**src/rtl/mem_access_stage.sv**
```systemverilog
// mem_access_stage: registers execute results, runs req/ack data-memory accesses with a
// bounded wait, resolves branches and presents write-back data; stalls upstream while waiting.
module mem_access_stage #(
    parameter int ADDR_W  = 8,
    parameter int TIMEOUT = 15
) (
    input  logic              clk_n,
    input  logic              rst_n,
    input  logic              ex_valid,
    input  logic [15:0]       ex_alu_result,
    input  logic [15:0]       ex_register2_data,
    input  logic [2:0]        ex_reg_waddr,
    input  logic              ex_alu_z,
    input  logic [6:0]        ex_sign_ext_next_addr,
    input  logic              cu_mem_read,
    input  logic              cu_mem_write,
    input  logic              cu_reg_write,
    input  logic              cu_branch,
    output logic              dm_req,
    output logic              dm_we,
    output logic [ADDR_W-1:0] dm_addr,
    output logic [15:0]       dm_wdata,
    input  logic [15:0]       dm_rdata,
    input  logic              dm_ack,
    output logic              mem_stall,
    output logic              mem_wb_valid,
    output logic              mem_reg_we,
    output logic [2:0]        mem_reg_waddr,
    output logic [15:0]       mem_reg_wdata,
    output logic              mem_branch_taken,
    output logic [6:0]        mem_branch_addr,
    output logic              mem_err
);
    typedef enum logic {IDLE, WAIT} state_t;
    state_t     state;
    logic [7:0] cnt;
    logic [2:0] hold_waddr;
    logic       mem_op;
    logic       done;
    assign mem_op    = cu_mem_read | cu_mem_write;
    assign mem_stall = (state == WAIT);
    // an ack on the last permitted wait cycle wins over the abort
    assign done      = dm_ack | (cnt == 8'(TIMEOUT - 1));
    always_ff @(posedge clk_n or negedge rst_n) begin
        if (!rst_n) begin
            state            <= IDLE;
            cnt              <= '0;
            hold_waddr       <= '0;
            dm_req           <= 1'b0;
            dm_we            <= 1'b0;
            dm_addr          <= '0;
            dm_wdata         <= '0;
            mem_wb_valid     <= 1'b0;
            mem_reg_we       <= 1'b0;
            mem_reg_waddr    <= '0;
            mem_reg_wdata    <= '0;
            mem_branch_taken <= 1'b0;
            mem_branch_addr  <= '0;
            mem_err          <= 1'b0;
        end else begin
            mem_wb_valid     <= 1'b0;
            mem_reg_we       <= 1'b0;
            mem_branch_taken <= 1'b0;
            if (state == IDLE) begin
                if (ex_valid) begin
                    mem_branch_taken <= cu_branch & ex_alu_z;
                    mem_branch_addr  <= ex_sign_ext_next_addr;
                    if (mem_op) begin
                        state      <= WAIT;
                        cnt        <= '0;
                        dm_req     <= 1'b1;
                        dm_we      <= cu_mem_write;
                        dm_addr    <= ex_alu_result[ADDR_W-1:0];
                        dm_wdata   <= ex_register2_data;
                        hold_waddr <= ex_reg_waddr;
                    end else begin
                        mem_wb_valid  <= 1'b1;
                        mem_reg_we    <= cu_reg_write;
                        mem_reg_waddr <= ex_reg_waddr;
                        mem_reg_wdata <= ex_alu_result;
                    end
                end
            end else if (done) begin
                state         <= IDLE;
                dm_req        <= 1'b0;
                mem_wb_valid  <= 1'b1;
                mem_reg_we    <= dm_ack & ~dm_we;
                mem_reg_waddr <= hold_waddr;
                mem_reg_wdata <= (dm_ack & ~dm_we) ? dm_rdata : mem_reg_wdata;
                mem_err       <= mem_err | ~dm_ack;
            end else begin
                cnt <= cnt + 8'd1;
            end
        end
    end
endmodule

```
**config.mk**
```make
export PLATFORM = sky130hd
export DESIGN_NAME = mem_access_stage
export DESIGN_NICKNAME = d
export VERILOG_FILES = /design/src/rtl/mem_access_stage.sv
export SDC_FILE = /design/constraint.sdc
export NUM_CORES = 1
export LEC_CHECK = 0
export BUFFER_PORTS_ARGS = -buffer_cell sky130_fd_sc_hd__buf_2
export CORE_MARGIN = 2
export CORE_UTILIZATION = 31
export CTS_BUF_LIST = sky130_fd_sc_hd__clkbuf_8
export CTS_CLUSTER_DIAMETER = 60
export DETAILED_ROUTE_END_ITERATION = 16
export PLACE_DENSITY = 0.65
export SETUP_SLACK_MARGIN = 0.2
export SLEW_MARGIN = 40
export SYNTH_ARGS = -nofsm -noshare
export SYNTH_HDL_FRONTEND = slang
export SYNTH_SLANG_ARGS = --single-unit
```
**constraint.sdc**
```tcl
create_clock -name clk_n -period 1.8 [get_ports clk_n]
set_clock_uncertainty 0.15 [all_clocks]
set_input_delay 0.09 -clock clk_n [delete_from_list [all_inputs] [get_ports clk_n]]
set_output_delay 0.09 -clock clk_n [all_outputs]
set_load 0.03 [all_outputs]
```
==> flow_summary.json <==
{
  "path_buf_inv": 1,
  "cp-end-kind": "flip-flop",
  "cts_tree": "built",
  "crit_type": "reg2reg",
  "vias_per_cell": 4.426,
  "intPower_uw": 3723,
  "pwr_density_cell_nw_per_um2": 1202,
  "p_total_uw": 6018,
  "grt_max_degree": 69,
  "die-width_um": 102.4,
  "post-route-period-util_pct": 96.08,
  "synth-edff-count": 0,
  "switching_share_pct": 38.13,
  "synth_fp_nets": 333,
  "clock-sinks": 68,
  "grt_pass1_wl_mm": 14.16,
  "netlist.area_leader.share_pct": 56.74,
  "initialDrtViolationCount": 54,
  "relSlewSlack_pct": 74.82,
  "vdd_drop_max_uv": 736.2,
  "worst_slack_ns": 0.07063,
  "syn_avg_cell_area_um2": 11.36,
  "synth.top_cells.by_area": "dfrtp_1 (57%), mux2_2 (17%), nand2_1 (11%)",
  "insertion_delay_ns": 0.35,
  "status": "complete, no violations",
  "max_freq_mhz": 578.2,
  "num_vias": 2682,
  "synth_seq_cells": 68,
  "cp-startpoint": "cnt[0]",
  "min_period_ns": 1.729,
  "drc": 0,
  "worstMarginPinSlew_ns": 0.3776,
  "finalInstanceArea_um2": 5006,
  "cp_max_fo": 4,
  "path_clk_slew_ns": 0.08,
  "slew_viol_final": 0,
  "whs_ns": 0.01340,
  "place_ws_ns": 0.03261,
  "timing.rr.start": "cnt[0]",
  "wl_per_cell_um": 15.32,
  "p_leak_uw": 0.002561,
  "rsz0062_at_grt": "yes",
  "synthFlopType": "dfrtp_1",
  "final_cell_count_no_fill": 606,
  "critPathLaunchType": "flip-flop",
  "worstPathCellList": "inv_2 > ha_4 > nand4b_1 > nor2_2 > o22a_2 > mux2_4",
  "netlist_area_um2": 2999,
  "grt_pass1_vias": 2905,
  "core-area_um2": 9328,
  "ys_seq_area_share_pct": 56.74,
  "cts_buffers": 9,
  "layout.nets": 541,
  "dieArea_um2": 10480,
  "n_fill_cell": 804,
  "slowest_stage": "dfrtp_1",
  "hold_violations": 0,
  "cts.path.max_buffers": 2,
  "area_delta_synth_final_pct": 66.92,
  "cp.required_ns": 1.88,
  "root_buffer": "clkbuf_8",
  "wirelength_mm": 9.282,
  "min_from": "dm_ack",
  "yosys.cell_types.count": 38,
  "switchingPower_uw": 2294,
  "placed_area_um2": 3885,
  "slowest_delay_ns": 0.41,
  "synth_warnings": 0,
  "p_clk_share_pct": 23.6,
  "synth_cells": 264,
  "die_h_um": 102.4,
  "comb_power_share_pct": 39.4,
  "setup_violations": 0,
  "antenna_cells": 0,
  "gr-total-overflow": 0,
  "dp_cells": 518,
  "gp_congestion": 0.7200,
  "grt_usage_pct": 17.90,
  "cpLargestDelayFamily": "flip-flops",
  "min_path_type": "in2reg",
  "synth_top_area_cell": "dfrtp_1",
  "final_antenna_net_count": 0,
  "dpl.hpwl_mm": 5.456,
  "drive_gt1_share_pct": 49.48,
  "start_util_pct": 32.15,
  "h-tree-depth": 3,
  "io_pins": 124,
  "first_pass_iters": 4,
  "async_reset_ff_share_pct": 100.0,
  "pwr-share-seq_pct": 36.9,
  "io_buffers": 123,
  "maxCapViolations": 0,
  "antenna_found_initial": 0,
  "cp.arrival_ns": 1.81,
  "row_count": 35
}
==> final cells by class <==
cell class	count	area [µm²]	share of cell area, %
clock inverter	7	98.84	1.975
tap	129	161.4	3.224
sequential	68	1704	34.04
inverter	3	11.26	0.2249
multi-input combinational	181	1414	28.24
clock buffer	9	123.9	2.474
timing repair buffer	209	1493	29.82
==> registers in the layout (all words and copies together) (netlist names) <==
signal	flops
dm_we	1
dm_wdata	16
mem_err	1
mem_reg_we	1
hold_waddr	3
cnt	8
dm_addr	8
mem_wb_valid	1
mem_branch_addr	7
mem_stall	1
mem_reg_wdata	16
mem_reg_waddr	3
mem_branch_taken	1
dm_req	1
==> logic make-up after synthesis <==
kind of cell             share of synthesized area (%)
AO/OA/AOI/OAI                                    4.506
adder cells (fa/ha/maj)                         0.8342
buffers and inverters                            3.045
flip-flops                                       56.74
multiplexers                                     17.27
AND/OR/NAND/NOR                                  17.61
==> stage by stage <==
step / utilization [%] / TNS (ns)
after floorplan: - / 0
after global placement: 41.65 / 0
after detailed placement: 41.65 / 0
after CTS: 51.91 / 0
after global routing: 53.67 / -0.006190
final: 53.67 / 0
==> power groups by stage <==
| stage | clock network (µW) | logic, µW | registers, µW |
|---|---|---|---|
| 6_report | 1420 | 2370 | 2220 |
| 5_1_grt | 1540 | 2530 | 2280 |
| 4_1_cts | 1460 | 2280 | 2200 |
| 3_5_place_dp | 0 | 2080 | 2220 |
| 3_3_place_gp | 0 | 2040 | 2220 |
| 2_1_floorplan | 0 | 661 | 2940 |
==> repair_timing <==
item                                   4_1_cts  5_1_grt
pin swaps                                    2       12
gates cloned                                 1        2
setup buffers                                3        2
setup endpoints to repair                   29       64
endpoints found under the hold margin      124        0
hold buffers                                64        0
gates resized for setup                     11       33
==> cells in the final DEF (no fill, tap or decap), types with 3 or more instances in the layout <==
cell           netlist  routed
buf_6                2       7
nand3_1              5       3
and3_1               3       3
mux2_2              46      24
inv_2                0       3
o21ai_2              2       3
clkbuf_8             0       9
dlygate4sd3_1        0      64
mux2_4               0      22
buf_4                2      13
nand2_1             87      86
a211o_1              3       3
dfrtp_1             68      66
a21o_1               3       3
buf_2                7     122
==> cell usage after synthesis, drive strengths merged (3+ instances only) <==
master / number
mux2: 46
a211o: 3
dfrtp: 68
nand2: 88
nor4b: 3
nor2: 3
nand3: 5
o21ai: 5
buf: 11
and3: 4
inv: 3
a21o: 3
==> metal layers <==
layer,global-route usage [%],share of wire (%)
met3,5.130,5.0
met4,8.000,1.6
met2,30.72,52
met1,20.79,41
met5,0,0
==> worst register-to-register path: stages, from the launching register on <==
cell      delay, ns
dfrtp_1        0.41
inv_2          0.08
ha_4           0.12
nand4b_1       0.18
nor2_2         0.16
o22a_2         0.22
mux2_4         0.31
==> final timing paths <==
check / to / slack, ns / cells past startpoint
worst max-delay path: mem_reg_waddr[2] / 0.07 / 6
worst min-delay path: dm_req / 0.01 / 3
worst max register to register: mem_reg_waddr[2] / 0.07 / 6
worst min register to register: hold_waddr[1] / 0.32 / 2
max in group asynchronous: cnt[1] / 1.03 / 3
min in group asynchronous: dm_wdata[7] / 0.13 / 3
(Power assumes the default switching activity.)
